`src/rtl/serial_sm2tc.sv`:
```
// rtl/serial_sm2tc.sv - bit-serial sign-magnitude to two's-complement converter
// Optional neg_zero output is enabled by defining SM2TC_NEGZERO_FLAG_EN.
`ifndef REG_SIZE
`define REG_SIZE 7
`endif

module serial_sm2tc (
  input  logic                 clk,
  input  logic                 reset_n,
  input  logic                 in_valid,
  output logic                 in_ready,
  input  logic                 sign,
  input  logic [`REG_SIZE:0]   mag,
  output logic                 out_valid,
  input  logic                 out_ready,
  output logic [`REG_SIZE+1:0] out_tc,
  output logic                 busy
`ifdef SM2TC_NEGZERO_FLAG_EN
  ,
  output logic                 neg_zero
`endif
);

  localparam int N  = `REG_SIZE + 2;
  localparam int CW = $clog2(N);
  localparam logic [CW-1:0] CNT_LOAD = CW'(N - 1);

  typedef enum logic [1:0] {
    IDLE  = 2'd0,
    SHIFT = 2'd1,
    DONE  = 2'd2
  } state_t;

  state_t         state, state_next;
  logic [N-1:0]   sr;
  logic [N-1:0]   shifted;
  logic [CW-1:0]  cnt;
  logic           sign_q;
  logic           seen_one;
  logic           raw_bit;
  logic           tc_bit;
`ifdef SM2TC_NEGZERO_FLAG_EN
  logic           nz_q;
`endif

  // Negation copies bits through the first 1 and inverts every bit after it.
  assign raw_bit = sr[0];
  assign tc_bit  = (sign_q && seen_one) ? ~raw_bit : raw_bit;
  assign shifted = {tc_bit, sr[N-1:1]};

  always_ff @(posedge clk or negedge reset_n) begin
    if (!reset_n) begin
      state <= IDLE;
    end else begin
      state <= state_next;
    end
  end

  always_comb begin
    state_next = state;
    in_ready   = 1'b0;
    out_valid  = 1'b0;
    busy       = 1'b0;
    case (state)
      IDLE: begin
        in_ready = 1'b1;
        if (in_valid) state_next = SHIFT;
      end
      SHIFT: begin
        busy = 1'b1;
        if (cnt == '0) state_next = DONE;
      end
      DONE: begin
        out_valid = 1'b1;
        if (out_ready) state_next = IDLE;
      end
      default: state_next = IDLE;
    endcase
  end

  // out_tc is a separate holding register so it only changes when a result completes.
  always_ff @(posedge clk or negedge reset_n) begin
    if (!reset_n) begin
      sr       <= '0;
      cnt      <= '0;
      sign_q   <= 1'b0;
      seen_one <= 1'b0;
      out_tc   <= '0;
`ifdef SM2TC_NEGZERO_FLAG_EN
      nz_q     <= 1'b0;
`endif
    end else begin
      case (state)
        IDLE: begin
          if (in_valid) begin
            sr       <= {1'b0, mag};
            sign_q   <= sign;
            seen_one <= 1'b0;
            cnt      <= CNT_LOAD;
`ifdef SM2TC_NEGZERO_FLAG_EN
            nz_q     <= sign && (mag == '0);
`endif
          end
        end
        SHIFT: begin
          sr       <= shifted;
          seen_one <= seen_one | raw_bit;
          if (cnt == '0) begin
            out_tc <= shifted;
          end else begin
            cnt <= cnt - 1'b1;
          end
        end
        default: ;
      endcase
    end
  end

`ifdef SM2TC_NEGZERO_FLAG_EN
  assign neg_zero = nz_q;
`endif

endmodule

```
`config.mk`:
```
export PLATFORM = sky130hd
export DESIGN_NAME = serial_sm2tc
export DESIGN_NICKNAME = d
export VERILOG_FILES = /design/src/rtl/serial_sm2tc.sv
export SDC_FILE = /design/constraint.sdc
export NUM_CORES = 1
export LEC_CHECK = 0
export ABC_AREA = 1
export BUFFER_PORTS_ARGS = -buffer_cell sky130_fd_sc_hd__buf_2
export CORE_MARGIN = 2
export CORE_UTILIZATION = 40
export DETAILED_ROUTE_END_ITERATION = 7
export PLACE_DENSITY = 0.61
export SLEW_MARGIN = 5
export SYNTH_ARGS = -nofsm -noshare
export SYNTH_HDL_FRONTEND = slang
export SYNTH_SLANG_ARGS = --single-unit
```
`constraint.sdc`:
```
create_clock -name clk -period 1.2 [get_ports clk]
set_input_delay 0.24 -clock clk [delete_from_list [all_inputs] [get_ports clk]]
set_output_delay 0.24 -clock clk [all_outputs]
set_load 0.05 [all_outputs]
```
==> results.ini, run 1 <==
[route]
dr.pass1.iters = 6
dr_total_vias = 1139
drc = 1
vias_per_cell = 5.13
drt-initial-drc-count = 21
drt_wl_total_um = 3350
wl_per_cell_um = 15.1
drtAntennaViolNets = 0

[logic_synthesis]
syn-instance-count = 136
synth-seq-cells = 26
avgSynthCellArea_um2 = 8.85
synth_fp_nets = 151
synth.distinct_cells = 17
yosysWarningCount = 0
synth_area_um2 = 1200
ys_seq_area_share_pct = 54.1

[placed_design]
place_ws_ns = -0.0605
hpwl_um = 1750
place_area_um2 = 1450
port_buffers = 24
gp_congestion = 0.846

[setup_path]
required_ns = 0.96
critical-path-top-delay-family = flip-flops
critPathBufInv = 2
cpPeakStageDelay_ns = 0.43
cp.depth = 3
arrival_ns = 1.18
cp_slowest_cell = dfrtp_1
crit_chain = buf_6 -> nor2_4 -> buf_8
critPathLaunch = state[0]
endpoint_kind = output port
critPathKind = reg -> out
crit_fanout = 3
worstReg2RegStart = state[1]
reg2reg_depth = 6
startpoint_type = register

[timing]
rsz0062_at_grt = yes
maxSlewHeadroom_pct = 60.4
worstMarginPinSlew_ns = 0.595
setup_viol = 29
fin_skew_ns = 0.00673
min_period_ns = 1.42
fin_crit_sh_pct = 119
clock.fmax_mhz = 702
hold_violations = 0
worst_slack_ns = -0.225
finalMaxSlewViolations = 0

[cts]
cts_max_path_buffers = 2
cts_tree = yes
clock-sinks = 26
root_buffer = clkbuf_4
clk_pin_slew_ns = 0.14
cts_buffers = 3
worstSkewPairLatency_ns = 0.34
htree_levels = 1

[die]
rows = 19
core_um2 = 2810
dieArea_um2 = 3460
start_util_pct = 42.9
ios = 25
die_h_um = 58.9
die_x_um = 58.9

[run]
cap_violations = 0

[layout]
fillers = 229
ff_latch_area_um2 = 651
nets = 207
drive_gt1_share_pct = 46.6
layout_common_cells = 34 x nand2_1, 26 x dfrtp_1, 17 x o21ai_1
multi_input_area_um2 = 626
num_antenna_cells = 0
layout_commonest_cell = nand2_1
area_growth_pct = 59.7
fin_area_um2 = 1920

[worst_hold_path]
hold_start = out_ready
hold_path_class = in -> reg
holdPathStages = 2

[global_routing]
grt_pass1_vias = 1120
grt_max_degree = 27
grt_pass1_wl_um = 5310
grt_use_total_pct = 20.8
antenna_found_initial = 0
grt_overflow = 0

[run_status]
violations = design-rule violations, negative setup slack
status = complete, but fails checks

## cell families (layout without fill, tap and decap cells)
kind of cell / after synthesis / after routing / synth area share (%)
simple gates: 58 / 61 / 21.5
compound gates: 29 / 29 / 12.3
flops: 26 / 26 / 54.1
buf+inv: 19 / 71 / 8.63
fa+ha+maj: 2 / 2 / 2.08
xor+xnor: 2 / 2 / 1.46
## worst paths after layout
kind                       slack, ns         to
min reg2reg                     0.55  out_tc[0]
min in group asynchronous       0.42      sr[4]
max reg2reg                    -0.18  out_tc[5]
max in group asynchronous       0.39     cnt[1]
min                             0.08   state[1]
max                            -0.22   in_ready
## registers in the layout, indices dropped and copies added, names as in the netlist
signal,flops
seen_one,1
cnt,4
out_tc,9
sign_q,1
sr,9
state,2
## worst register-to-register path: cells and delay by family, from the launching register on
family / cells / cell delay, ns
buffers and inverters: 3 / 0.46
flip-flops: 1 / 0.43
AND/OR/NAND/NOR: 2 / 0.28
AO/OA/AOI/OAI: 1 / 0.17
## what timing repair did
item / CTS / global route
setup buffers: 4 / 10
hold buffers: 1 / 0
gates cloned: 5 / 1
endpoints found under the setup margin: 31 / 35
endpoints found under the hold margin: 26 / 0
gates resized for setup: 40 / 28
pin swaps: 4 / 10
## cells in the mapped netlist, drive strengths merged
cell | number | area (um2)
dfrtp | 26 | 651
o21ai | 28 | 140
buf | 4 | 45.0
xor2 | 2 | 17.5
inv | 15 | 58.8
nand3 | 9 | 45.0
nor2 | 5 | 23.8
or2 | 1 | 6.26
nand2 | 43 | 184
ha | 2 | 25.0
o31ai | 1 | 7.51
## routing by layer
metal  share of wire, %  routed length, um  global-route usage [%]
met3                2.8                 95                    2.86
met2                 50               1670                    33.5
met5                  0                  0                       0
met4                3.2                106                    9.74
met1                 44               1480                    27.6
## final cells by class
cell class,instances,share of cell area (%)
tap,31,2.02
clock buffer,3,1.17
timing repair buffer,50,24.7
clock inverter,1,1.56
inverter,15,3.32
multi-input combinational,94,32.6
sequential,26,33.9
timing repair inverter,2,0.781
## metrics by stage
step / hold WS [ns] / util, % / TNS [ns] / cells
2_1_floorplan: -0.0556 / - / -1.07 / 136
3_3_place_gp: 0.274 / 51.6 / -0.0000616 / 198
3_5_place_dp: 0.277 / 51.6 / -0.472 / 198
4_1_cts: 0.0695 / 62.4 / -2.34 / 212
5_1_grt: 0.0795 / 68.5 / -5.75 / 222
6_report: 0.0779 / 68.5 / -3.97 / 222
Power of run 1 is not shown: default switching activity piles up to over one toggle a cycle in this logic, so the estimate is an artifact.
==> run 2, diff against run 1 <==
- CORE_UTILIZATION: 40 -> 30
- PLACE_DENSITY: 0.61 -> 0.48
- TNS_END_PERCENT: default -> 1
==> run 2 against run 1 <==
Net effect:
- the flow finishes with violations (negative setup slack)
- maximum frequency is 7.2% higher
- via count is 11% lower
- cell count is 3.6% higher
- worst setup slack better by 0.096 ns
- worst hold slack better by 0.070 ns
- highest routed layer unchanged
==> results.ini, run 2 (same netlist as run 1, synthesis figures left out) <==
[worst_hold_path]
holdPathStages = 2
hold_path_class = in -> reg
min_to = state[1]
hold_start = out_ready

[die]
rows = 23
die_x_um = 67.3
dieArea_um2 = 4530
core_um2 = 3940
start_util_pct = 30.5
die_h_um = 67.3
ios = 25

[setup_path]
crit_top_cell = buf_6
cpPeakStageDelay_ns = 0.41
startpoint_type = register
crit_chain = buf_6 -> nor2_4 -> buf_6
crit_fanout = 2
endpoint_kind = output port
reg2reg_depth = 5
worstReg2RegStart = cnt[0]
rr_endpoint = cnt[1]
cp_slowest_cell = dfrtp_1
required_ns = 0.96
critical-path-top-delay-family = flip-flops
critPathBufInv = 2
r2r_slack_ns = -0.05
arrival_ns = 1.09
critPathKind = reg -> out

[timing]
maxSlewHeadroom_pct = 77.0
worstMarginPinSlew_ns = 0.346
setup_viol = 14
hold_violations = 0
fin_crit_sh_pct = 111
finalMaxSlewViolations = 0
clock.fmax_mhz = 752
worst_slack_ns = -0.129
rsz0062_at_grt = yes
fin_skew_ns = 0.00465
min_period_ns = 1.33

[cts]
worstSkewPairLatency_ns = 0.27
clk_pin_slew_ns = 0.09
cts_max_path_buffers = 2
clock-sinks = 26
cts_tree = yes
root_buffer = clkbuf_8
cts_buffers = 3
htree_levels = 1

[route]
drc = 0
drt-initial-drc-count = 70
vias_per_cell = 4.41
drt_wl_total_um = 2590
wl_per_cell_um = 11.3
drtAntennaViolNets = 0
dr_total_vias = 1014
dr.pass1.iters = 4

[layout]
fillers = 395
fin_area_um2 = 1670
layout_commonest_cell = nand2_1
num_antenna_cells = 0
area_growth_pct = 39.1
layoutNonFillerInstCount = 230
drive_gt1_share_pct = 33.3
nets = 196
reg_top3 = out_tc (9), sr (9), cnt (4)
layout_common_cells = 37 x nand2_1, 27 x o21ai_1, 26 x dfrtp_1

[global_routing]
met3_usage_pct = 2.17
grt_max_degree = 27
grt_overflow = 0
antenna_found_initial = 0
grt_pass1_vias = 1072
grt_use_total_pct = 13.5
grt_pass1_wl_um = 4650
grt_use_met1_pct = 17.1
grt-busiest-layer = met2
grt_use_met2_pct = 22.9

[placed_design]
port_buffers = 24
dp.cells = 223
hpwl_um = 1900
place_area_um2 = 1510
place_ws_ns = -0.0326
gp_congestion = 0.739

[run_status]
violations = negative setup slack
status = complete, but fails checks

[power_and_ir_drop]
power_leakage_nw = 0.843
power.density_nw_per_um2 = 3320
peakVddDrop_mv = 0.975

[run]
cap_violations = 0

-- run 2: how the worst max path moves through the flow --
stage	to	cells past startpoint	from	slack, ns
after floorplan	sr[4]	6	state[0]	-0.13
after global placement	sr[0]	6	state[0]	0.0008
after detailed placement	out_tc[6]	8	cnt[0]	-0.03
after CTS	in_ready	3	state[1]	-0.14
after global routing	busy	4	state[1]	-0.18
final	in_ready	3	state[1]	-0.13
-- run 2: metrics by stage --
step | hold slack (ns) | power (mW) | TNS (ns) | utilization, %
3_5_place_dp | 0.260 | 4.48 | -0.209 | 38.2
3_3_place_gp | 0.259 | 4.42 | 0 | 38.2
4_1_cts | 0.148 | 5.55 | -0.821 | 42.1
6_report | 0.148 | 5.56 | -0.526 | 42.5
5_1_grt | 0.148 | 6.05 | -2.50 | 42.5
2_1_floorplan | -0.0556 | 3.65 | -1.34 | -
-- run 2: power by group --
part / leakage [nW] / internal (mW) / switching [mW]
Clock: 0.0357 / 0.446 / 0.280
Sequential: 0.329 / 1.27 / 0.178
Combinational: 0.478 / 1.30 / 2.08
-- run 2: area by class of cell --
cell class	instances	area [um2]	share of cell area [%]
Sequential cell	26	651	38.9
Multi-Input combinational cell	91	495	29.6
Timing Repair Buffer	44	335	20.0
Tap cell	50	62.6	3.74
Inverter	15	58.8	3.51
Clock buffer	3	41.3	2.47
Clock inverter	1	30.0	1.79
-- run 2: layer usage --
layer	vias to the layer above	part of all wire, %
met4	0	0.73
li1	524	-
met1	481	44
met5	-	0
met3	2	1.9
met2	7	53
-- run 2: what timing repair did --
action	in CTS	in global routing
hold buffers	1	0
endpoints found under the hold margin	26	0
pin swaps	1	0
setup buffers	2	0
endpoints found under the setup margin	23	26
gates resized for setup	14	3
No activity file was read; power rests on OpenSTA's default activity.
==> run 3, diff against run 2 <==
- PLACE_DENSITY: 0.48 -> 0.63
==> run 3 against run 2 <==
Net effect:
- the flow still finishes with violations (negative setup slack)
- flip-flop and latch count did not move
- count of clock-buffer cells in the layout did not move
- die area unchanged
- register-to-register slack improved by 0.03 ns
- via count decreased by 3.8%
- first-iteration DRC count decreased by 1.4%
- sequential share of layout area is 0.73 points higher
- combinational power is 2% lower
==> results.ini, run 3 (same netlist as run 1, synthesis figures left out) <==
[setup_path]
critical-path-top-delay-family = flip-flops
startpoint_type = register
endpoint_kind = output port
crit_chain = inv_2 -> buf_6 -> nor2_4 -> buf_6
critPathBufInv = 3
crit_fanout = 2
cp_slowest_cell = dfrtp_1
critPathKind = reg -> out
required_ns = 0.96
cpPeakStageDelay_ns = 0.39
crit_top_cell = buf_6
arrival_ns = 1.07

[timing]
fin_crit_sh_pct = 109
setup_tns_ns = -0.344
clock.fmax_mhz = 761
hold_violations = 0
min_period_ns = 1.31
worstMarginPinSlew_ns = 0.334
worst_slack_ns = -0.114
finalMaxSlewViolations = 0
maxSlewHeadroom_pct = 77.7
fin_skew_ns = 0.00332
rsz0062_at_grt = yes
setup_viol = 4

[layout]
multi_input_area_um2 = 499
fin_area_um2 = 1650
reg_top3 = out_tc (9), sr (9), cnt (4)
layout_commonest_cell = nand2_1
final_util_pct = 41.8
layout_common_cells = 36 x nand2_1, 27 x o21ai_1, 25 x dfrtp_1
layoutNonFillerInstCount = 225
ff_latch_area_um2 = 652
drive_gt1_share_pct = 32.0
nets = 191
area_growth_pct = 36.8
fillers = 392
num_antenna_cells = 0

[placed_design]
place_area_um2 = 1470
hpwl_um = 1680
dp.cells = 218
gp_congestion = 0.761
port_buffers = 24

[route]
vias_per_cell = 4.33
drt_wl_total_um = 2400
dr_total_vias = 975
wl_per_cell_um = 10.7
dr.pass1.iters = 4
drc = 0
drtAntennaViolNets = 0
drt-initial-drc-count = 69

[die]
die_h_um = 67.3
dieArea_um2 = 4530
die_x_um = 67.3
ios = 25
start_util_pct = 30.5
rows = 23
core_um2 = 3940

[cts]
clock-sinks = 26
root_buffer = clkbuf_8
cts_tree = yes
cts_max_path_buffers = 2
worstSkewPairLatency_ns = 0.27
cts_buffers = 3
htree_levels = 1
clk_pin_slew_ns = 0.09

[power_and_ir_drop]
power_leakage_nw = 0.820
power.density_nw_per_um2 = 3350
peakVddDrop_mv = 0.857

[run_status]
status = complete, but fails checks
violations = negative setup slack

[global_routing]
grt_use_met2_pct = 19.2
grt_use_total_pct = 12.1
grt_use_met1_pct = 16.1
grt_overflow = 0
antenna_found_initial = 0
grt_pass1_vias = 954
grt-busiest-layer = met2
met3_usage_pct = 2.17
grt_max_degree = 27
grt_pass1_wl_um = 4170

[run]
cap_violations = 0

[worst_hold_path]
hold_path_class = in -> reg

[run 3: where the power goes]
part | switching, mW | internal, mW
Combinational | 2.03 | 1.28
Clock | 0.286 | 0.446
Sequential | 0.196 | 1.28
Total | 2.51 | 3.01
[run 3: final cells by class]
class	count	share of cell area [%]
sequential	26	39.6
clock inverter	1	1.82
timing repair buffer	39	18.1
inverter	15	3.88
multi-input combinational	91	30.3
tap	50	3.80
clock buffer	3	2.51
[run 3: what timing repair did]
| action | 4_1_cts | 5_1_grt |
|---|---|---|
| resized for setup | 17 | 4 |
| endpoints found under the hold margin | 26 | 0 |
| hold buffers | 1 | 0 |
| pin swaps | 1 | 1 |
| setup endpoints to repair | 16 | 25 |
| buffers inserted | 2 | 0 |
[run 3: worst paths after layout]
check,startpoint,to,slack [ns],depth (start not counted)
setup / recovery,state[1],out_valid,-0.11,4
hold / removal,out_ready,state[1],0.13,2
setup reg to reg,state[1],cnt[1],-0.02,6
hold reg to reg,out_tc[8],out_tc[8],0.48,2
max in group asynchronous,reset_n,state[0],0.46,3
min in group asynchronous,reset_n,cnt[2],0.48,3
[run 3: layer usage]
layer | part of all wire (%) | vias up
li1 | - | 513
met1 | 47 | 441
met5 | 0 | -
met3 | 3.6 | 4
met4 | 2.0 | 0
met2 | 47 | 17
[run 3: per-stage QoR]
stage / setup WS, ns / power (mW) / hold WS (ns)
3_3_place_gp: -0.0204 / 4.37 / 0.253
3_5_place_dp: -0.0553 / 4.41 / 0.255
4_1_cts: -0.131 / 5.52 / 0.131
2_1_floorplan: -0.131 / 3.65 / -0.0556
5_1_grt: -0.171 / 5.99 / 0.139
6_report: -0.114 / 5.52 / 0.130
